File: src/rtl/cam_match_array_if.sv
// Host-side bundle for cam_match_array: write/invalidate/search controls and match/occupancy results.
// Optional CAM_MASK_EN adds search_mask_i (per-bit don't-care on the search compare).
interface cam_match_array_if #(
  parameter int DATA_WIDTH = 32
);
  logic                  write_i;
  logic [4:0]            write_index_i;
  logic [DATA_WIDTH-1:0] write_data_i;
  logic                  invalidate_i;
  logic                  search_i;
  logic [DATA_WIDTH-1:0] search_data_i;
`ifdef CAM_MASK_EN
  logic [DATA_WIDTH-1:0] search_mask_i;
`endif
  logic [31:0]           match_o;
  logic                  match_valid_o;
  logic [5:0]            count_o;
  logic                  full_o;

  // Handshake: there is no backpressure. Every cycle with search_i high is
  // accepted and yields exactly one match_valid_o pulse one edge later.
  // write_i / invalidate_i are likewise always accepted; write_i wins over
  // invalidate_i when both are high.
  modport master (
`ifdef CAM_MASK_EN
    output search_mask_i,
`endif
    output write_i, write_index_i, write_data_i, invalidate_i,
    output search_i, search_data_i,
    input  match_o, match_valid_o, count_o, full_o
  );

  modport slave (
`ifdef CAM_MASK_EN
    input  search_mask_i,
`endif
    input  write_i, write_index_i, write_data_i, invalidate_i,
    input  search_i, search_data_i,
    output match_o, match_valid_o, count_o, full_o
  );
endinterface

File: src/rtl/cam_match_array.sv
// 32-entry CAM storage with parallel compare, registered match vector and occupancy count.
// Define CAM_MASK_EN to enable the per-bit search mask (bits set in the mask are don't-care).
module cam_match_array #(
  parameter int DATA_WIDTH = 32
) (
  input logic               clk_i,
  input logic               rst_n_i,
  cam_match_array_if.slave  bus
);
  localparam int ENTRIES = 32;

  logic [DATA_WIDTH-1:0] data_q [ENTRIES];
  logic [ENTRIES-1:0]    valid_q, valid_d;
  logic [ENTRIES-1:0]    hit;
  logic [31:0]           match_q, match_d;
  logic                  match_valid_q, match_valid_d;
  logic [5:0]            count_q, count_d;
  logic                  full_q, full_d;
  logic [DATA_WIDTH-1:0] care_mask;

`ifdef CAM_MASK_EN
  assign care_mask = ~bus.search_mask_i;
`else
  assign care_mask = '1;
`endif

  // Compare uses the pre-edge contents, so a same-cycle write is not seen.
  always_comb begin
    hit = '0;
    for (int i = 0; i < ENTRIES; i++) begin
      hit[i] = valid_q[i] && (((data_q[i] ^ bus.search_data_i) & care_mask) == '0);
    end
  end

  always_comb begin
    valid_d       = valid_q;
    count_d       = count_q;
    match_d       = match_q;
    match_valid_d = bus.search_i;
    if (bus.write_i) begin
      valid_d[bus.write_index_i] = 1'b1;
      if (!valid_q[bus.write_index_i]) count_d = count_q + 6'd1;
    end else if (bus.invalidate_i) begin
      valid_d[bus.write_index_i] = 1'b0;
      if (valid_q[bus.write_index_i]) count_d = count_q - 6'd1;
    end
    if (bus.search_i) match_d = hit;
    full_d = (count_d == 6'd32);
  end

  always_ff @(posedge clk_i) begin
    if (!rst_n_i) begin
      valid_q       <= '0;
      match_q       <= '0;
      match_valid_q <= 1'b0;
      count_q       <= '0;
      full_q        <= 1'b0;
    end else begin
      valid_q       <= valid_d;
      match_q       <= match_d;
      match_valid_q <= match_valid_d;
      count_q       <= count_d;
      full_q        <= full_d;
    end
  end

  // Word storage carries no reset; the valid bits alone decide visibility.
  always_ff @(posedge clk_i) begin
    if (rst_n_i && bus.write_i) data_q[bus.write_index_i] <= bus.write_data_i;
  end

  assign bus.match_o       = match_q;
  assign bus.match_valid_o = match_valid_q;
  assign bus.count_o       = count_q;
  assign bus.full_o        = full_q;
endmodule
File: src/flat_wrapper.sv
// flat-port wrapper written by rule: the top's interface ports become plain ports
module cam_match_array_flat 
#(
  parameter int DATA_WIDTH = 32
)
  (clk_i, rst_n_i, bus_write_i, bus_write_index_i, bus_write_data_i, bus_invalidate_i, bus_search_i, bus_search_data_i, bus_match_o, bus_match_valid_o, bus_count_o, bus_full_o);
  cam_match_array_if #(.DATA_WIDTH(DATA_WIDTH)) bus_i ();
  input logic clk_i;
  input logic rst_n_i;
  input wire logic [$bits(bus_i.write_i)-1:0] bus_write_i;
  input wire logic [$bits(bus_i.write_index_i)-1:0] bus_write_index_i;
  input wire logic [$bits(bus_i.write_data_i)-1:0] bus_write_data_i;
  input wire logic [$bits(bus_i.invalidate_i)-1:0] bus_invalidate_i;
  input wire logic [$bits(bus_i.search_i)-1:0] bus_search_i;
  input wire logic [$bits(bus_i.search_data_i)-1:0] bus_search_data_i;
  output wire logic [$bits(bus_i.match_o)-1:0] bus_match_o;
  output wire logic [$bits(bus_i.match_valid_o)-1:0] bus_match_valid_o;
  output wire logic [$bits(bus_i.count_o)-1:0] bus_count_o;
  output wire logic [$bits(bus_i.full_o)-1:0] bus_full_o;
  assign bus_i.write_i = bus_write_i;
  assign bus_i.write_index_i = bus_write_index_i;
  assign bus_i.write_data_i = bus_write_data_i;
  assign bus_i.invalidate_i = bus_invalidate_i;
  assign bus_i.search_i = bus_search_i;
  assign bus_i.search_data_i = bus_search_data_i;
  assign bus_match_o = bus_i.match_o;
  assign bus_match_valid_o = bus_i.match_valid_o;
  assign bus_count_o = bus_i.count_o;
  assign bus_full_o = bus_i.full_o;
  cam_match_array #(.DATA_WIDTH(DATA_WIDTH)) u_core (.clk_i(clk_i), .rst_n_i(rst_n_i), .bus(bus_i));
endmodule
File: config.mk
export PLATFORM = sky130hd
export DESIGN_NAME = cam_match_array_flat
export DESIGN_NICKNAME = d
export VERILOG_FILES = /design/src/rtl/cam_match_array_if.sv /design/src/rtl/cam_match_array.sv /design/src/flat_wrapper.sv
export SDC_FILE = /design/constraint.sdc
export NUM_CORES = 1
export LEC_CHECK = 0
export CAP_MARGIN = 20
export CORE_AREA = 2 2 300 598
export DETAILED_ROUTE_END_ITERATION = 16
export DIE_AREA = 0 0 302 600
export SETUP_SLACK_MARGIN = 0.15
export SLEW_MARGIN = 20
export SYNTH_ARGS = -nofsm -noshare
export SYNTH_HDL_FRONTEND = slang
export SYNTH_SLANG_ARGS = --single-unit
File: constraint.sdc
create_clock -name clk_i -period 3.25 [get_ports clk_i]
set_input_delay 0.65 -clock clk_i [delete_from_list [all_inputs] [get_ports clk_i]]
set_output_delay 0.65 -clock clk_i [all_outputs]
set_load 0.01 [all_outputs]
; After elaboration in Yosys (flattened, before gate mapping)
; Memories as Yosys holds them, arrays and structs flattened.
; Cells that the tools add are included.
[word_totals]
register_bits = 72
ram_bits = 1024
in_bits = 74
output_inout_bits = 40
word_cells = 125
n_memories = 1
[memory_table]
columns = name, words, width, read_ports, rd_clocked_by_memory_dff, wr, line_no
row1 = u_core.data_q, 32, 32, 32, 0, 1, cam_match_array.sv:12  ; logic [DATA_WIDTH-1:0] data_q [ENTRIES];
[classes]
n_addsub = 2
magnitude_cmp = 2
n_eq_ne = 1
mux = 12
n_bitwise = 35
n_reduce_logical = 67
[op_table]
columns = cell, n
row1 = logical NOT 32 bit, 32
row2 = XOR 32 bit, 32
row3 = 2-to-1 mux 32 bit, 2
row4 = logical AND 1 bit, 34
row5 = bitwise AND 32 bit, 1
row6 = inverter 32 bit, 1
row7 = bitwise OR 32 bit, 1
row8 = 2-to-1 mux 6 bit, 4
row9 = "adder 6 x 1 -> 6 bit, second input constant", 1
row10 = "== test 6 bit, second input constant", 1
row11 = "less-than comparator 5 x 6 -> 1 bit, second input constant", 1
row12 = "subtractor 6 x 1 -> 6 bit, second input constant", 1
row13 = binary-select mux 1 bit (select 5 bit), 1
row14 = demux 1 bit (select 5 bit), 1
row15 = ">= comparator 5 x 1 -> 1 bit, second input constant", 1
row16 = 2-to-1 mux 1 bit, 4
row17 = nonzero test 2 bit, 1

; Longest topological paths before layout
[depth]
depth_word = 8
depth_mapped = 10
mapped_depth_nobuf = 8

; Worst setup path before layout
; OpenSTA, ideal clock, no wires.
[synth_path]
path_type = input-to-reg
start = input bus_write_i
end = memory u_core.data_q[1][0], enable pin
setup_ns = 0.421
t_arrival_ns = 3.011
required_time_ns = 2.829
setup_slack_ns = -0.182
stages = 5
path_buffers = 3
path_cell_list = clkbuf_1 clkbuf_1 nand3_1 clkbuf_1 nor2_1
[synth_between]
elab_chain_len = 3
[synth_lines]
columns = element, line_no
row1 = from (decl), flat_wrapper.sv:10  ; input wire logic [$bits(bus_i.write_i)-1:0] bus_write_i;
row2 = logical AND 1 bit, cam_match_array.sv:69  ; if (rst_n_i && bus.write_i) data_q[bus.write_index_i] <= bus.write_data_i;
row3 = 2-to-1 mux 1 bit, cam_match_array.sv:69
row4 = 2-to-1 mux 1 bit (implied by the code), cam_match_array.sv:69
row5 = to (decl), cam_match_array.sv:12
; No other way between the ends.

; Worst setup path in the final report
[layout_path]
start = input bus_write_index_i[0]
end = register u_core.full_q (netlist: u_core.bus.full_o)
[layout_between]
elab_chain_len = 6
word_cells_on_any_way = 7
cone_classes = eq/ne: 1 / mux: 6
[layout_lines]
columns = element, line_no
row1 = from (decl), flat_wrapper.sv:11  ; input wire logic [$bits(bus_i.write_index_i)-1:0] bus_write_index_i;
row2 = binary-select mux 1 bit (select 5 bit) (*), "cam_match_array.sv:42, cam_match_array.sv:45"
row3 = 2-to-1 mux 1 bit (implied by the code) (*), "cam_match_array.sv:42, cam_match_array.sv:45"
row4 = 2-to-1 mux 6 bit, cam_match_array.sv:45  ; if (valid_q[bus.write_index_i]) count_d = count_q - 6'd1;
row5 = 2-to-1 mux 6 bit, cam_match_array.sv:43  ; end else if (bus.invalidate_i) begin
row6 = 2-to-1 mux 6 bit (*), cam_match_array.sv:40  ; if (bus.write_i) begin
row7 = == test 6 bit (*), cam_match_array.sv:48  ; full_d = (count_d == 6'd32);
row8 = to (signal assigned), cam_match_array.sv:63  ; full_q <= full_d;
row9 = to (decl), cam_match_array.sv:18  ; logic full_q, full_d;
; Every way passes the cells marked *; elsewhere a longest branch is shown, timed or not. The select of a mux whose other input is x is not followed.
; A chain may end at the register's enable or synchronous reset.

==> reports/metrics.yaml <==
synthesis:
  synthTopCellsByCount: "1,024 x edfxtp_1, 606 x xor2_1, 418 x xnor2_1, 184 x nor4_1, 167 x nand4_1"
  synth_area_leaders: "edfxtp_1 67%, xor2_1 12%, xnor2_1 8.0%"
  synth_cell_types: 45
  synth_seq_cells: 1096
  syn-num-nets: 2969
  synthArstFlopShare: 0
  yosysMostFrequentCell: "edfxtp_1"
  synth_top_cell_area_share: 0.673
  synth_area_per_cell_um2: 15.8
  synthesis.area_um2: 45700
  ys_warn_count: 0
  ys_seq_area_frac: 0.704
  synthFlopType: "edfxtp_1"
  synth-edff-count: 1024
  netlist_instances: 2893
  yosysTopAreaCell: "edfxtp_1"
route:
  ant_nets: 0
  dr.pass1.iters: 6
  drc: 0
  finalWirelength_mm: 166
  drt_iter0_markers: 2808
  via_count: 27286
  wl_per_cell_um: 29.7
  routed_via_density: 4.88
clocking:
  cts-resized-gates: 0
  ctsRootBufferMaster: "clkbuf_16"
  clock-sinks: 1096
  cts_buffers: 88
  cts-htree-levels: 3
  hold_buffers: 0
  insertion_delay_ps: 710
  clk_transition_reported_paths_ps: 70
  post_cts_buffers: 0
  clk_path_buf_depth: 3
  cts_tree: "done"
worst_setup_path:
  critPathLaunchType: "input pin"
  r2r_setup_slack_ps: 800
  rr_worst_depth: 9
  critPathArrivalTime_ps: 3260
  worstSetupPathType: "in2reg"
  path_buf_inv: 2
  path_max_fanout: 8
  slowest_delay_ps: 560
  crit_chain: "clkdlybuf4s50_1 > buf_12 > mux4_1 > nor2b_1 > nor4_4 > o21ai_2 > nand4_1 > a21bo_2 > o21ai_0 > and3b_1"
  cp_slowest_cell: "mux4_1"
  crit_family: "simple AND/OR/NAND/NOR gates"
  r2r-end: "u_core.bus.full_o"
  critPathRequiredTime_ps: 3830
  crit_path_end_kind: "register"
floorplan:
  die-area_um2: 181000
  core-area_um2: 176000
  dieHeight_um: 600
  die_w_um: 302
  start_util: 0.259
  ios: 114
  rows: 218
sta:
  setup_viol: 0
  max_slew_margin: 0.230
  tightest_slew_ps: 1160
  period_minus_slack_ps: 2680
  finClkSkew_ps: 31.0
  fmax_mhz: 373
  hold_viol: 0
  period_share: 0.824
  hold-worst-slack_ps: 229
  rsz0062_at_grt: "no"
  final_max_slew_viol_count: 0
cells_and_area:
  ff_latch_area_um2: 32200
  drive_above_1_share: 0.155
  nFillCells: 17172
  area_growth_pct: 20.0
  nNetsFinal: 3274
  fin_util: 0.311
  multi_input_area_um2: 13000
global_routing:
  grt_use_total: 0.180
  grt_pass1_vias: 26787
  grt_max_degree: 49
  grt_overflow: 0
  grt_pass1_wl_mm: 224
  antenna_found_initial: 21
worst_hold_path:
  whs_path_depth: 1
  holdCritPathClass: "in2reg"
  min_from: "bus_write_data_i[13]"
  hold_end: "u_core.data_q[25][13]"
placed_design:
  io_buffers: 113
  gp_congestion: 0.846
  dpl.hpwl_mm: 105
pwr:
  worst_ir_drop_vdd_v: 0.000343
  leakagePower_nw: 17.3
  powerDensity_nw_per_um2: 527
run_status:
  status: "finished, final reports clean"
flow_run:
  cap_viol_max_count: 0
## final cells by class
type / count / area share
sequential: 1096 / 0.587
multi-input combinational: 1628 / 0.237
timing repair buffer: 376 / 0.0709
tap: 2310 / 0.0527
clock buffer: 100 / 0.0410
clock inverter: 63 / 0.0108
inverter: 8 / 0.000547
antenna: 7 / 0.000319
## power breakdown
group          total (mW)  internal [mW]  leakage, nW  switching, mW
sequential           15.6           15.5         9.79         0.0558
combinational        2.36          0.751         6.12           1.61
clock                11.0           5.69         1.39           5.30
total                28.9           21.9         17.3           6.97
## stage by stage
stage / TNS [ps] / instance area, µm² / instances / worst slack, ps / total power, mW
after floorplan: -121190 / 45700 / 2893 / -182 / 16.8
after global placement: -251 / 52000 / 5418 / -112 / 18.2
after detailed placement: -284 / 52000 / 5418 / -143 / 18.2
after CTS: 0 / 54800 / 5581 / 601 / 29.0
after global routing: 0 / 54800 / 5582 / 485 / 29.5
final: 0 / 54800 / 5588 / 573 / 28.9
## how the worst max path moves through the flow
stage | from | endpoint | slack [ps] | cells after the start
detailed placement | bus_write_index_i[0] | u_core.bus.full_o | -140 | 10
finish | bus_write_index_i[0] | u_core.bus.full_o | 570 | 10
global placement | bus_write_index_i[0] | u_core.bus.full_o | -110 | 10
global route | bus_write_index_i[2] | u_core.bus.full_o | 480 | 10
floorplan | bus_write_i | u_core.data_q[1][0] | -180 | 5
CTS | bus_write_index_i[0] | u_core.bus.full_o | 600 | 10
## cell usage in the layout, fill, tap and decap left out, drive strengths merged, types with 2 or more instances in the layout
cell type,n
a21boi,31
and2,9
buf,329
bufinv,8
clkbuf,100
clkdlybuf4s50,47
clkinv,41
clkinvlp,5
dfxtp,72
diode,7
edfxtp,1024
ha,2
inv,17
mux2i,14
mux4,4
nand2,8
nand2b,31
nand3,9
nand3b,4
nand4,167
nor2,37
nor2b,8
nor3,6
nor4,185
o2111ai,2
o211ai,30
o21ai,39
o22ai,5
or3b,3
xnor2,418
xor2,606
## per-layer routing
metal  up-vias  GRT usage  part of all wire
met3       351     0.0256             0.069
met5         -          0           0.00078
met2      1363      0.333              0.53
li1      11206          -                 -
met1     14346      0.200              0.35
met4        20     0.0874             0.051
## registers in the layout, summed over array words and instances, names as in the netlist, named ones only
name	cells
u_core.data_q	1024
u_core.bus.full_o	1
u_core.bus.count_o	6
u_core.bus.match_o	32
u_core.bus.match_valid_o	1
## logic make-up after synthesis
family	Yosys count	share of synthesized area
DFF	1096	0.704
xor gates and xnor gates	1024	0.196
and+or+nand+nor	470	0.0624
buffers and inverters	169	0.0148
AOI/OAI and AO/OA	114	0.0168
muxes	18	0.00512
adders and majority gates	2	0.000547
No activity file was read; power rests on OpenSTA's default activity.
